<file path="src/rtl/counting_signals.sv">
// Registered population count of four request/status lines.
// Count and summary flags load together, one clock after sampling.
module counting_signals (
  input  logic       clk,
  input  logic       rst,
  input  logic       a,
  input  logic       b,
  input  logic       c,
  input  logic       d,
  output logic [2:0] count,
  output logic       none,
  output logic       all,
  output logic       majority,
  output logic       parity
);

  logic [2:0] next_count;

  // Zero-extended sum of the four lines; max is 4, so no wrap.
  always_comb begin
    next_count = {2'b00, a} + {2'b00, b}
               + {2'b00, c} + {2'b00, d};
  end

  // Output registers; reset clears every flag, including none.
  always_ff @(posedge clk) begin
    if (rst) begin
      count    <= 3'b000;
      none     <= 1'b0;
      all      <= 1'b0;
      majority <= 1'b0;
      parity   <= 1'b0;
    end else begin
      count    <= next_count;
      none     <= (next_count == 3'd0);
      all      <= (next_count == 3'd4);
      majority <= (next_count >= 3'd3);
      parity   <= next_count[0];
    end
  end

endmodule

</file>
<file path="config.mk">
export PLATFORM = sky130hd
export DESIGN_NAME = counting_signals
export DESIGN_NICKNAME = d
export VERILOG_FILES = /design/src/rtl/counting_signals.sv
export SDC_FILE = /design/constraint.sdc
export NUM_CORES = 1
export LEC_CHECK = 0
export CAP_MARGIN = 0
export CORE_AREA = 2 2 39 41
export CTS_BUF_LIST = sky130_fd_sc_hd__clkbuf_4
export CTS_CLUSTER_DIAMETER = 60
export CTS_CLUSTER_SIZE = 24
export DETAILED_ROUTE_END_ITERATION = 7
export DIE_AREA = 0 0 41 43
export PLACE_DENSITY = 0.46
export SLEW_MARGIN = 25
export SYNTH_ARGS = -nofsm -noshare
export SYNTH_HDL_FRONTEND = slang
export SYNTH_SLANG_ARGS = --single-unit
</file>
<file path="constraint.sdc">
create_clock -name clk -period 1.8 [get_ports clk]
set_input_delay 0.36 -clock clk [delete_from_list [all_inputs] [get_ports clk]]
set_output_delay 0.36 -clock clk [all_outputs]
set_load 0.01 [all_outputs]
</file>
# Word-level counts from Yosys, hierarchy flattened
# Cells that the tools add are included.
[op_classes]
bitwise_logic = 0
n_div = 0
addsub = 3
n_reduce_logical = 1
muxes = 0
n_mul = 0
eq_ne = 1
magnitude_cmp = 1
n_shift = 0
[op_table]
columns = ["operator", "n"]
rows = [
  ["$add 2x1->3", 1],
  ["$add 3x1->3", 1],
  ["$eq 3x3->1 const B", 1],
  ["$ge 3x2->1 const B", 1],
  ["$logic_not 3->1", 1],
  ["$add 1x1->2", 1],
]
[totals]
register_bits = 7
latchBits = 0
inputBits = 6
output_inout_bits = 7
ramBits = 0
word_cells = 11
rom_bits = 0
n_memories = 0

# Logic depth before layout (Yosys ltp)
# Gate-level depths: netlist of the first run.
[logic_depth]
ltp_word = 4
depth_mapped = 5
depth_no_buf = 5

# Worst setup path after synthesis of the first run
# Ideal clock, no wire load.
[synth_path]
path_kind = "input to register"
startpoint = "in a"
endpoint = "reg none"
setup_ns = 0.092
t_required_ns = 1.708
n_path_buf = 0
path_stages = 4
t_arrival_ns = 1.565
slack_ns = 0.144
cell_sequence = "fa_1 ha_1 ha_1 nor4_1"
[synth_between]
elab_chain_len = 4
[synth_lines]
columns = ["item", "line_no", "text"]
rows = [
  ["start: declaration", "6", "input logic a,"],
  ["$add 1x1->2", "21", "next_count = {2'b00, a} + {2'b00, b}"],
  ["$add 2x1->3", "22", "+ {2'b00, c} + {2'b00, d};"],
  ["$add 3x1->3", "22", ""],
  ["via next_count[1]", "17", "logic [2:0] next_count;"],
  ["$logic_not 3->1", "35", "none <= (next_count == 3'd0);"],
  ["end signal: assignment", "35", ""],
  ["end: declaration", "11", "output logic none,"],
]
# The timed path passes the listed nets, and every way through them passes these cells.
# A chain may end at the register's enable or synchronous reset.

# Worst setup path after layout of the first run
[layout_path]
startpoint = "in d"
endpoint = "reg none"
[layout_between]
elab_chain_len = 2
[layout_lines]
columns = ["item", "line_no", "text"]
rows = [
  ["start: declaration", "9", "input logic d,"],
  ["$add 3x1->3", "22", ""],
  ["via next_count[1]", "17", ""],
  ["$logic_not 3->1", "35", ""],
]
# The timed path passes the listed nets, and every way through them passes these cells.

==> qor.txt, run 1 <==
Status -> completed
CTS Buf Count -> 3
Sw frac -> 23.5%
Final hold violations -> 0
CTS tree -> built
CTS Buffer Depth -> 2
IO Count -> 13
Detailed-route via count -> 182
Rows -> 14
Post-CTS setup buffer count -> 0
Worst Path Required -> 1950 ps
Synthesized instance count -> 18
Share of cells above drive strength 1 -> 34.4%
Switching pwr -> 0.0000885 W
Max frequency -> 583 MHz
Sum Neg Setup Slack -> 0 ps
DP HPWL -> 398 um
Min-Delay Path Class -> in -> reg
Overall routing resource usage -> 7.44%
GP Congestion -> 0.546
Sequential share of the synthesized area -> 50.3%
Synthesized area -> 239 um^2
Reg power frac -> 39.7%
Tmin final -> 1720 ps
DRT Pass-1 Iters -> 2
DRT met1 WL -> 151 um
Slew Viols, Final -> 0
# H-tree levels -> 1
Placed cell area -> 372 um^2
CP endpoint kind -> flop
Vias in the first global route -> 206
Met3 wire len -> 56 um
Area grow syn2layout -> 81.7%
Worst Path Arrival -> 1860 ps
Die height -> 43 um
First-pass GRT wire length -> 779 um
Die W -> 41 um
CP Max Fanout -> 4
Worst-Margin Slew -> 225 ps
RSZ-0062 raised after global routing -> no
1st-iter DRT viols -> 1
Yosys reg bits -> 6
CTS sink cnt -> 6
Critical Path Start Type -> input port
Slew margin rel. -> 84.9%
Max cap viols -> 0
Final instance area -> 434 um^2
Total wire length -> 498 um
Filler cells -> 140
Comb power frac -> 30.0%
YS warnings -> 0
Register clock-pin slew on the reported worst setup and hold paths -> 40 ps
Crit Path Category -> in -> reg
Root Driver -> clkbuf_4
Max VDD drop -> 0.206 mV
Internal power -> 0.000289 W
Post-DR vias/cell -> 3.79
Initial Util -> 17.3%
Synthesized net count -> 28
Clk pwr share -> 30.4%
Routed wire length per instance -> 10.4 um
Final setup vio count -> 0
Largest net degree at the start of global routing -> 6
Min Hold Slack -> 799 ps
Cell variety after synth -> 10
Placeable Area -> 1380 um^2
Post-route DRC -> 0
Top routing layer in use -> met3
Number of diodes -> 0
LEAKAGE -> 0.162 nW
Mean Syn Cell Area -> 13.3 um^2
Met2 routed WL -> 290 um
GRT overflow -> 0
Final period util -> 95.4%
Initial antenna violation count -> 0
Port bufs -> 12
Pwr/cell area -> 869 nW/um^2
Layout Nets -> 44
Die area -> 1760 um^2
DRT antenna net count -> 0
## area by class of cell
type                            count  area [um^2]  share of cell area (%)
Timing Repair Buffer               12          116                    26.8
Clock buffer                        3         22.5                    5.19
Tap cell                           16         20.0                    4.61
Sequential cell                     6          120                    27.7
Multi-Input combinational cell     11          155                    35.7
## metrics by stage
stage / setup WS, ps / util [%] / instances / power [W]
2_1_floorplan: 144 / - / 18 / 0.000195
3_3_place_gp: -383 / 26.9 / 45 / 0.000239
3_5_place_dp: -451 / 26.9 / 45 / 0.000242
4_1_cts: 81.7 / 31.4 / 48 / 0.000384
5_1_grt: 67.9 / 31.4 / 48 / 0.000400
6_report: 83.5 / 31.4 / 48 / 0.000377
## power by group through the flow
| stage | Sequential, W | Clock [W] | Combinational [W] |
|---|---|---|---|
| floorplan | 0.000159 | 0 | 0.0000364 |
| global placement | 0.000151 | 0 | 0.0000875 |
| detailed placement | 0.000152 | 0 | 0.0000899 |
| CTS | 0.000150 | 0.000122 | 0.000113 |
| global route | 0.000151 | 0.000127 | 0.000122 |
| finish | 0.000150 | 0.000115 | 0.000113 |
## flip-flops by register name (all words and copies together), names as in the netlist
signal,flops
none,1
all,1
majority,1
count,3
## Yosys cell counts
cell type | n | share of area [%]
nor3b_2 | 1 | 5.2
nor2_1 | 1 | 1.6
ha_1 | 3 | 16
and2b_2 | 2 | 7.3
dfxtp_1 | 6 | 50
nor2b_2 | 1 | 3.7
nor4_1 | 1 | 2.6
fa_1 | 1 | 8.4
a21oi_1 | 1 | 2.1
buf_4 | 1 | 3.1
## logic make-up after synthesis
| family | synth area share [%] |
|---|---|
| buf+inv | 3.14 |
| fa+ha+maj | 24.1 |
| simple gates | 20.4 |
| flops | 50.3 |
| compound gates | 2.09 |
## cell usage in the layout, fill, tap and decap left out
master	Yosys	routed
dfxtp_1	6	6
nor3b_2	1	1
ha_4	0	3
nor2_1	1	1
clkdlybuf4s50_1	0	9
clkbuf_4	0	3
fa_1	1	1
a21oi_1	1	1
nor4_2	0	1
and2b_2	2	2
nor2b_2	1	1
dlygate4sd2_1	0	3
## path summary, 6_finish.rpt
| kind | from | to | slack, ps | cells after the start |
|---|---|---|---|---|
| worst min-delay path | rst | majority$_SDFF_PP0_ | 800 | 2 |
| worst max-delay path | d | none$_SDFF_PP0_ | 80 | 5 |
## timing repair
| item | 4_1_cts | 5_1_grt |
|---|---|---|
| endpoints found under the setup margin | 4 | 0 |
| resized for setup | 9 | 0 |
| hold buffers | 0 | 0 |
## critical path: stages
cell and delay, ps:
dlygate4sd2_1 250, fa_1 590, ha_4 180, ha_4 220, nor4_2 260
## metal layers
| layer | vias up | GRT usage (%) |
|---|---|---|
| li1 | 87 | - |
| met1 | 82 | 5.48 |
| met2 | 13 | 12.2 |
| met3 | 0 | 1.57 |
| met4 | 0 | 10.0 |
| met5 | - | 0 |
Power figures use the tool's default switching activity.
==> inputs of run 2 (changes only) <==
--- a/config.mk
+++ b/config.mk
@@ -12,6 +12,7 @@
 export CTS_CLUSTER_SIZE = 24
 export DETAILED_ROUTE_END_ITERATION = 7
 export DIE_AREA = 0 0 41 43
+export HOLD_SLACK_MARGIN = 0.08
 export PLACE_DENSITY = 0.46
 export SLEW_MARGIN = 25
 export SYNTH_ARGS = -nofsm -noshare
==> results of run 2 <==
Final layout, timing and power as in run 1 (identical DEF).
==> inputs of run 3 (changes only) <==
--- a/config.mk
+++ b/config.mk
@@ -5,7 +5,6 @@
 export SDC_FILE = /design/constraint.sdc
 export NUM_CORES = 1
 export LEC_CHECK = 0
-export CAP_MARGIN = 0
 export CORE_AREA = 2 2 39 41
 export CTS_BUF_LIST = sky130_fd_sc_hd__clkbuf_4
 export CTS_CLUSTER_DIAMETER = 60
==> results of run 3 <==
Final layout, timing and power as in run 1 (identical DEF).
